<file path="config.mk">
export PLATFORM = sky130hd
export DESIGN_NAME = alpha_gain_ctrl_flat
export DESIGN_NICKNAME = d
export VERILOG_FILES = /design/src/rtl/alpha_gain_ctrl_if.sv /design/src/rtl/alpha_gain_ctrl.sv /design/src/flat_wrapper.sv
export SDC_FILE = /design/constraint.sdc
export NUM_CORES = 1
export LEC_CHECK = 0
export ABC_AREA = 1
export BUFFER_PORTS_ARGS = -buffer_cell sky130_fd_sc_hd__buf_2
export CAP_MARGIN = 15
export CORE_MARGIN = 3
export CORE_UTILIZATION = 56
export DETAILED_ROUTE_END_ITERATION = 6
export GPL_TIMING_DRIVEN = 1
export PLACE_DENSITY = 0.8
export SLEW_MARGIN = 5
export SYNTH_ARGS = -nofsm -noshare
export SYNTH_HDL_FRONTEND = slang
export SYNTH_SLANG_ARGS = --single-unit
</file>
<file path="constraint.sdc">
create_clock -name clk -period 2.87 [get_ports clk]
set_clock_uncertainty 0.05 [all_clocks]
set_input_delay 0.287 -clock clk [delete_from_list [all_inputs] [get_ports clk]]
set_output_delay 0.287 -clock clk [all_outputs]
set_load 0.05 [all_outputs]
</file>
<file path="src/rtl/alpha_gain_ctrl_if.sv">
// Bus between the HDR sample path and the gain-index tracker.
interface alpha_gain_ctrl_if #(
  parameter int DATA_W  = 9,
  parameter int LEVEL_W = 2,
  parameter int TO_W    = 8
);
  logic                      enable;
  logic                      sample_valid;
  logic signed [DATA_W-1:0]  hdr_current_value;
  logic        [DATA_W-1:0]  threshold_high;
  logic        [DATA_W-1:0]  threshold_low;
  logic        [TO_W-1:0]    timeout_cycles;
  logic        [LEVEL_W-1:0] alpha_level;
  logic                      alpha;
  logic                      level_change;
  logic                      sat;
  logic                      cfg_err;

  modport master (
    output enable, sample_valid, hdr_current_value,
           threshold_high, threshold_low, timeout_cycles,
    input  alpha_level, alpha, level_change, sat, cfg_err
  );

  modport slave (
    input  enable, sample_valid, hdr_current_value,
           threshold_high, threshold_low, timeout_cycles,
    output alpha_level, alpha, level_change, sat, cfg_err
  );
endinterface

</file>
<file path="src/rtl/alpha_gain_ctrl.sv">
// Multi-level HDR gain index tracker: immediate attack with hold-off,
// timed release after consecutive below-threshold samples.
module alpha_gain_ctrl #(
  parameter int DATA_W   = 9,
  parameter int LEVEL_W  = 2,
  parameter int TO_W     = 8,
  parameter int HOLD_CYC = 4
) (
  input logic               clk,
  input logic               reset,
  alpha_gain_ctrl_if.slave  bus
);

  localparam int HOLD_W = $clog2(HOLD_CYC + 1);
  localparam logic [LEVEL_W-1:0] MAXL = '1;

  typedef enum logic {TRACK, HOLD} state_t;

  state_t              state_q, state_d;
  logic [DATA_W-1:0]   mag_q;
  logic                vld_q;
  logic [LEVEL_W-1:0]  level_q, level_d;
  logic [TO_W-1:0]     rel_q, rel_d;
  logic [HOLD_W-1:0]   hold_q, hold_d;
  logic                alpha_q;
  logic                lc_q, lc_d;
  logic                sat_q, sat_d;
  logic                cfg_err_q;

  logic [DATA_W-1:0]   raw;
  logic [DATA_W-1:0]   mag_abs;
  logic [TO_W-1:0]     to_eff;
  logic [TO_W-1:0]     rel_inc;

  // Two's complement negate keeps the most negative value as 2^(DATA_W-1).
  assign raw     = bus.hdr_current_value;
  assign mag_abs = raw[DATA_W-1] ? (~raw + DATA_W'(1)) : raw;
  assign to_eff  = (bus.timeout_cycles == '0) ? TO_W'(1) : bus.timeout_cycles;
  assign rel_inc = (rel_q == '1) ? rel_q : rel_q + TO_W'(1);

  // Stage 1: capture sample magnitude and its qualifier.
  always_ff @(posedge clk or posedge reset) begin
    if (reset) begin
      mag_q <= '0;
      vld_q <= 1'b0;
    end else begin
      vld_q <= bus.sample_valid;
      if (bus.sample_valid) mag_q <= mag_abs;
    end
  end

  // Threshold sanity flag, one cycle behind the live thresholds.
  always_ff @(posedge clk or posedge reset) begin
    if (reset) cfg_err_q <= 1'b0;
    else       cfg_err_q <= (bus.threshold_low > bus.threshold_high);
  end

  // Stage 2 state, counters and registered outputs.
  always_ff @(posedge clk or posedge reset) begin
    if (reset) begin
      state_q <= TRACK;
      level_q <= '0;
      rel_q   <= '0;
      hold_q  <= '0;
      alpha_q <= 1'b0;
      lc_q    <= 1'b0;
      sat_q   <= 1'b0;
    end else begin
      state_q <= state_d;
      level_q <= level_d;
      rel_q   <= rel_d;
      hold_q  <= hold_d;
      alpha_q <= (level_d != '0);
      lc_q    <= lc_d;
      sat_q   <= sat_d;
    end
  end

  // Stage 2 decision: attack, saturation, release counting and hold-off.
  always_comb begin
    state_d = state_q;
    level_d = level_q;
    rel_d   = rel_q;
    hold_d  = hold_q;
    lc_d    = 1'b0;
    sat_d   = 1'b0;
    if (!bus.enable) begin
      state_d = TRACK;
      rel_d   = '0;
      hold_d  = '0;
    end else begin
      case (state_q)
        TRACK: begin
          if (cfg_err_q) begin
            rel_d = '0;
          end else if (vld_q) begin
            if (mag_q > bus.threshold_high) begin
              rel_d = '0;
              if (level_q != MAXL) begin
                level_d = level_q + LEVEL_W'(1);
                lc_d    = 1'b1;
                state_d = HOLD;
                hold_d  = HOLD_W'(HOLD_CYC);
              end else begin
                sat_d = 1'b1;
              end
            end else if (mag_q < bus.threshold_low) begin
              // >= rather than == so a lowered timeout fires on the next sample.
              if (rel_inc >= to_eff) begin
                rel_d = '0;
                if (level_q != '0) begin
                  level_d = level_q - LEVEL_W'(1);
                  lc_d    = 1'b1;
                end
              end else begin
                rel_d = rel_inc;
              end
            end else begin
              rel_d = '0;
            end
          end
        end
        HOLD: begin
          rel_d  = '0;
          hold_d = hold_q - HOLD_W'(1);
          if (hold_q <= HOLD_W'(1)) begin
            hold_d  = '0;
            state_d = TRACK;
          end
        end
        default: state_d = TRACK;
      endcase
    end
  end

  assign bus.alpha_level  = level_q;
  assign bus.alpha        = alpha_q;
  assign bus.level_change = lc_q;
  assign bus.sat          = sat_q;
  assign bus.cfg_err      = cfg_err_q;

endmodule

</file>
<file path="src/flat_wrapper.sv">
// flat-port wrapper written by rule: the top's interface ports become plain ports
module alpha_gain_ctrl_flat 
#(
  parameter int DATA_W   = 9,
  parameter int LEVEL_W  = 2,
  parameter int TO_W     = 8,
  parameter int HOLD_CYC = 4
)
  (clk, reset, bus_enable, bus_sample_valid, bus_hdr_current_value, bus_threshold_high, bus_threshold_low, bus_timeout_cycles, bus_alpha_level, bus_alpha, bus_level_change, bus_sat, bus_cfg_err);
  alpha_gain_ctrl_if #(.DATA_W(DATA_W), .LEVEL_W(LEVEL_W), .TO_W(TO_W)) bus_i ();
  input logic clk;
  input logic reset;
  input wire logic [$bits(bus_i.enable)-1:0] bus_enable;
  input wire logic [$bits(bus_i.sample_valid)-1:0] bus_sample_valid;
  input wire logic [$bits(bus_i.hdr_current_value)-1:0] bus_hdr_current_value;
  input wire logic [$bits(bus_i.threshold_high)-1:0] bus_threshold_high;
  input wire logic [$bits(bus_i.threshold_low)-1:0] bus_threshold_low;
  input wire logic [$bits(bus_i.timeout_cycles)-1:0] bus_timeout_cycles;
  output wire logic [$bits(bus_i.alpha_level)-1:0] bus_alpha_level;
  output wire logic [$bits(bus_i.alpha)-1:0] bus_alpha;
  output wire logic [$bits(bus_i.level_change)-1:0] bus_level_change;
  output wire logic [$bits(bus_i.sat)-1:0] bus_sat;
  output wire logic [$bits(bus_i.cfg_err)-1:0] bus_cfg_err;
  assign bus_i.enable = bus_enable;
  assign bus_i.sample_valid = bus_sample_valid;
  assign bus_i.hdr_current_value = bus_hdr_current_value;
  assign bus_i.threshold_high = bus_threshold_high;
  assign bus_i.threshold_low = bus_threshold_low;
  assign bus_i.timeout_cycles = bus_timeout_cycles;
  assign bus_alpha_level = bus_i.alpha_level;
  assign bus_alpha = bus_i.alpha;
  assign bus_level_change = bus_i.level_change;
  assign bus_sat = bus_i.sat;
  assign bus_cfg_err = bus_i.cfg_err;
  alpha_gain_ctrl #(.DATA_W(DATA_W), .LEVEL_W(LEVEL_W), .TO_W(TO_W), .HOLD_CYC(HOLD_CYC)) u_core (.clk(clk), .reset(reset), .bus(bus_i));
endmodule
</file>
Yosys cells after proc, flatten, opt, wreduce, memory -nomap -nowiden
Index checks and enable logic that the tools add are counted.

Register bits: 28. Input port bits: 39. Output and inout bits: 6. Word-level logic and storage cells: 80.

$add $sub $neg: 5. $lt $le $gt $ge: 5. Equality and inequality tests: 7. Multiplexer cells: 47. Bitwise logic cells: 2. Reductions and logical operators: 4.

Operator list (count): $mux W8 (8); $mux W1 (20); $gt A9 B9 Y1 (2); $mux W2 (9); $mux W3 (6); $pmux W8 S2 (1); $add A9 B1 Y9 const B (1); $lt A9 B9 Y1 (1); $mux W9 (1); $ne A3 B2 Y1 const B (3); $not A9 Y9 (1); $add A8 B1 Y8 const B (1); $eq A8 B8 Y1 const B (1); $ge A8 B8 Y1 (1); $logic_not A8 Y1 (1); $pmux W3 S2 (1); $ne A4 B2 Y1 const B (1); $reduce_and A4 Y1 (1); $reduce_bool A2 Y1 (2); $le A3 B1 Y1 const B (1); $ne A3 B3 Y1 const B (1); $sub A3 B1 Y3 const B (1); $add A2 B1 Y2 const B (1); $ne A2 B2 Y1 const B (1); 3 further kinds (3).

Longest topological paths before layout
Depth after elaboration: 11. Gate-level depth with buffers: 21. Mapped depth without buffers: 21.

Least setup slack after synthesis
Ideal clock, no wire load.

Path type: register to register. From: register u_core.rel_q[0]. To: register u_core.rel_q[7]. Setup time: 83 ps. Arrival time: 2399 ps. Data required time: 2737 ps. Setup slack: 338 ps. Cell stages (with the launch flop): 19. Path buffers: 0. Period minus slack after synthesis: 2532 ps. Cell sequence: dfrtp_1 ha_1 nand2_1 nor2_2 nand4_2 nor2_4 inv_2 nand2_2 xor2_2 inv_1 ha_1 a21oi_1 o21a_1 nand2_1 nor2_1 nand3_2 inv_1 nand2_1 o21ai_0.

Word-level cells in the longest chain between the ends: 10. Elaborated cells on any way between the ends: 11. Those cells by class: add/sub: 1; order compare: 1; eq/ne: 1; mux: 8.

RTL lines: start: declaration (line alpha_gain_ctrl.sv:23) `logic [TO_W-1:0] rel_q, rel_d;`; start signal: assignment (line alpha_gain_ctrl.sv:71) `rel_q <= rel_d;`; $add A8 B1 Y8 / $eq A8 B8 Y1 (equally long branches) (line alpha_gain_ctrl.sv:39) `assign rel_inc = (rel_q == '1) ? rel_q : rel_q + TO_W'(1);`; $mux W8 * (line alpha_gain_ctrl.sv:39); $ge A8 B8 Y1 (line alpha_gain_ctrl.sv:109) `if (rel_inc >= to_eff) begin`; $mux W8 * (line alpha_gain_ctrl.sv:109); $mux W8 * (line alpha_gain_ctrl.sv:107) `end else if (mag_q < bus.threshold_low) begin`; $mux W8 * (line alpha_gain_ctrl.sv:97) `if (mag_q > bus.threshold_high) begin`; $mux W8 * (line alpha_gain_ctrl.sv:96) `end else if (vld_q) begin`; $mux W8 * (line alpha_gain_ctrl.sv:94) `if (cfg_err_q) begin`; $pmux W8 S2 * (line alpha_gain_ctrl.sv:92) `case (state_q)`; $mux W8 * (line alpha_gain_ctrl.sv:87) `if (!bus.enable) begin`.

Every way passes the cells marked *; elsewhere a longest branch is shown, timed or not. The select of a mux whose other input is x is not followed. A chain may end at the register's enable or synchronous reset.

Final worst setup path
From: register u_core.rel_q[1]. To: register u_core.rel_q[7].

The elaborated chain is that of the path after synthesis.

==> impl_metrics.py <==
metrics = {
    "status": {
        "status": "finished, final reports clean",
    },
    "logic_synthesis": {
        "ys_ff_latch": 28,
        "synth.avg_cell_area_um2": 7.31,
        "synth_seq_area_share_pct": 28.9,
        "synth_area_leaders": "dfrtp_1, ha_1, nand2_1",
        "synth_edf_count": 0,
        "synth_common_cells": "nand2_1, inv_1, ha_1",
        "syn_nets": 408,
        "syn-cell-area_mm2": 0.00242,
        "synth_cell_type_count": 34,
        "synth_warnings": 0,
        "synth_top_area_share_pct": 28.9,
        "yosys_most_used_dff": "dfrtp_1",
        "async_flop_share_pct": 100,
        "yosysMostFrequentCell": "nand2_1",
        "netlist_instances": 331,
        "yosysTopAreaCell": "dfrtp_1",
    },
    "cts": {
        "clkLatencyLatePin_ps": 270,
        "clk_pin_slew_ps": 100,
        "clk_path_buf_depth": 2,
        "cts_sinks": 28,
        "cts_buffers": 3,
        "cts_root_buf": "clkbuf_8",
        "htree_levels": 1,
        "cts_tree": "yes",
    },
    "detailed_routing": {
        "drc": 0,
        "drtIter0Drc": 86,
        "routed_wirelength_um": 5070,
        "vias_per_cell": 5.08,
        "drt_first_pass_iters": 4,
        "num_vias": 2206,
        "wl_per_cell_um": 11.7,
        "antenna_left": 0,
    },
    "power": {
        "peakVddDrop_v": 0.000233,
        "power.density_mw_per_mm2": 417,
        "p_leak_nw": 1.65,
    },
    "layout": {
        "multiInputGateArea_mm2": 0.00151,
        "antenna_cells": 0,
        "drive_gt1_share_pct": 20.6,
        "final_nets": 462,
        "ff_latch_area_um2": 701,
        "area_growth_pct": 18.7,
        "fillers": 343,
    },
    "floorplan": {
        "rows": 23,
        "coreArea_mm2": 0.00409,
        "die_area_mm2": 0.00515,
        "die_x_um": 71.8,
        "ioPinCount": 45,
        "dieHeight_um": 71.8,
        "start_util_pct": 59.2,
    },
    "placed_design": {
        "io_buffer_count": 44,
        "globalplace.congestion": 0.772,
        "dp.final_hpwl_um": 4040,
        "dp_worst_setup_slack_ps": -36.6,
    },
    "sta": {
        "layout_min_cycle_time_ps": 2770,
        "hold_slack_ps": 139,
        "setup_ws_ps": 103,
        "hold_viol_final": 0,
        "finalSetupViolCount": 0,
        "worst_slew_pin_slew_ps": 1010,
        "min_period_over_period_pct": 96.4,
        "timing.fmax_ghz": 0.361,
        "drv_slew": 0,
        "slew_headroom_pct": 32.5,
    },
    "setup_path": {
        "critPathCaptureType": "register",
        "startpoint_type": "register",
        "worst-setup-path-type": "reg -> reg",
        "cp.arrival_ps": 2920,
        "cp_max_fo": 6,
        "r2r_cells": 18,
        "required_ps": 3020,
    },
    "grt": {
        "grt_util_all_layers_pct": 19.7,
        "grt_max_degree": 29,
        "overflow": 0,
        "grt_pass1_wl_um": 8410,
        "grt_antenna_before_repair": 0,
        "first_global_vias": 2089,
    },
    "job": {
        "cap_violations": 0,
    },
    "hold_path": {
        "hold_depth": 1,
        "hold_class": "in -> reg",
    },
}
final timing paths:
check / start / to / slack [ps]
min reg2reg: u_core.hold_q[1] / u_core.hold_q[1] / 480
max reg2reg: u_core.rel_q[1] / u_core.rel_q[7] / 100
max in group asynchronous: reset / u_core.rel_q[0] / 1970
min in group asynchronous: reset / u_core.bus.alpha_level[0] / 180
max: u_core.rel_q[1] / u_core.rel_q[7] / 100
min: bus_sample_valid / u_core.vld_q / 140
worst max-delay path, cell delays in order, from the launching register on:
cell and delay, ps:
dfrtp_1 400, ha_2 210, nand2_1 90, nor2_2 140, nand4_2 140, nor2_4 130, inv_2 70, nand2_2 80
xor2_2 200, inv_2 80, ha_4 250, a21oi_2 110, o21a_1 180, nand2_4 90, nor2_4 130, nand3_4 130
inv_2 90, nand2_1 40, o21ai_0 70
repair_timing:
| action | in CTS | in global routing |
|---|---|---|
| hold buffers | 0 | 0 |
| buffers inserted | 2 | 4 |
| gates resized for setup | 1 | 11 |
| pin swaps | 1 | 6 |
| endpoints found under the setup margin | 4 | 10 |
| endpoints found under the hold margin | 0 | 0 |
cell families (layout without fill, tap and decap cells):
kind of cell / Yosys count / in the layout / share of synthesized area, %
adder cells (fa/ha/maj): 38 / 38 / 19.6
AND/OR/NAND/NOR: 134 / 134 / 24.5
AO/OA/AOI/OAI: 49 / 49 / 11.8
flip-flops: 28 / 28 / 28.9
XOR/XNOR: 10 / 10 / 3.93
buffers and inverters: 72 / 125 / 11.2
flip-flops by register name (all words and copies together), names as in the netlist, 2 cells and up:
register	count
u_core.hold_q	3
u_core.mag_q	9
u_core.rel_q	8
u_core.bus.alpha_level	2
layout make-up:
class | instances | share of cell area (%)
Sequential cell | 28 | 24.4
Inverter | 71 | 9.28
Clock inverter | 1 | 1.05
Clock buffer | 3 | 1.44
Tap cell | 50 | 2.18
Timing Repair Buffer | 50 | 9.23
Multi-Input combinational cell | 231 | 52.4
through the flow:
step | util, % | cells | cell area (um^2) | setup TNS, ps | power [mW]
2_1_floorplan | - | 331 | 2420 | 0 | 0.769
3_3_place_gp | 66.1 | 424 | 2700 | 0 | 0.869
3_5_place_dp | 66.1 | 424 | 2700 | -87.8 | 0.881
4_1_cts | 68.2 | 430 | 2790 | 0 | 1.19
5_1_grt | 70.3 | 434 | 2870 | -128 | 1.28
6_report | 70.3 | 434 | 2870 | 0 | 1.20
power by group:
part / switching [mW] / internal, mW
Combinational: 0.271 / 0.141
Sequential: 0.0419 / 0.435
Clock: 0.121 / 0.187
layout by cell type, fill, tap and decap left out, drive strengths merged:
| master | n |
|---|---|
| nand2 | 79 |
| inv | 71 |
| buf | 50 |
| ha | 38 |
| dfrtp | 28 |
| nor2 | 24 |
| o21ai | 22 |
| nand3 | 19 |
| a21oi | 15 |
| xor2 | 10 |
| nor3 | 6 |
| clkbuf | 3 |
| o22ai | 3 |
| o21a | 2 |
| nand3b | 2 |
| o41ai | 2 |
| nand4 | 2 |
| a21o | 1 |
| nor4 | 1 |
| a41o | 1 |
| o2111ai | 1 |
| o211ai | 1 |
| or2 | 1 |
| a31oi | 1 |
| bufinv | 1 |
per-layer routing:
layer	track usage (%)	up-vias	share of wire (%)
li1	-	1169	-
met1	26.0	984	47
met2	33.9	49	48
met3	2.52	4	3.6
met4	5.85	0	0.69
met5	0	-	0
(Power assumes the default switching activity.)
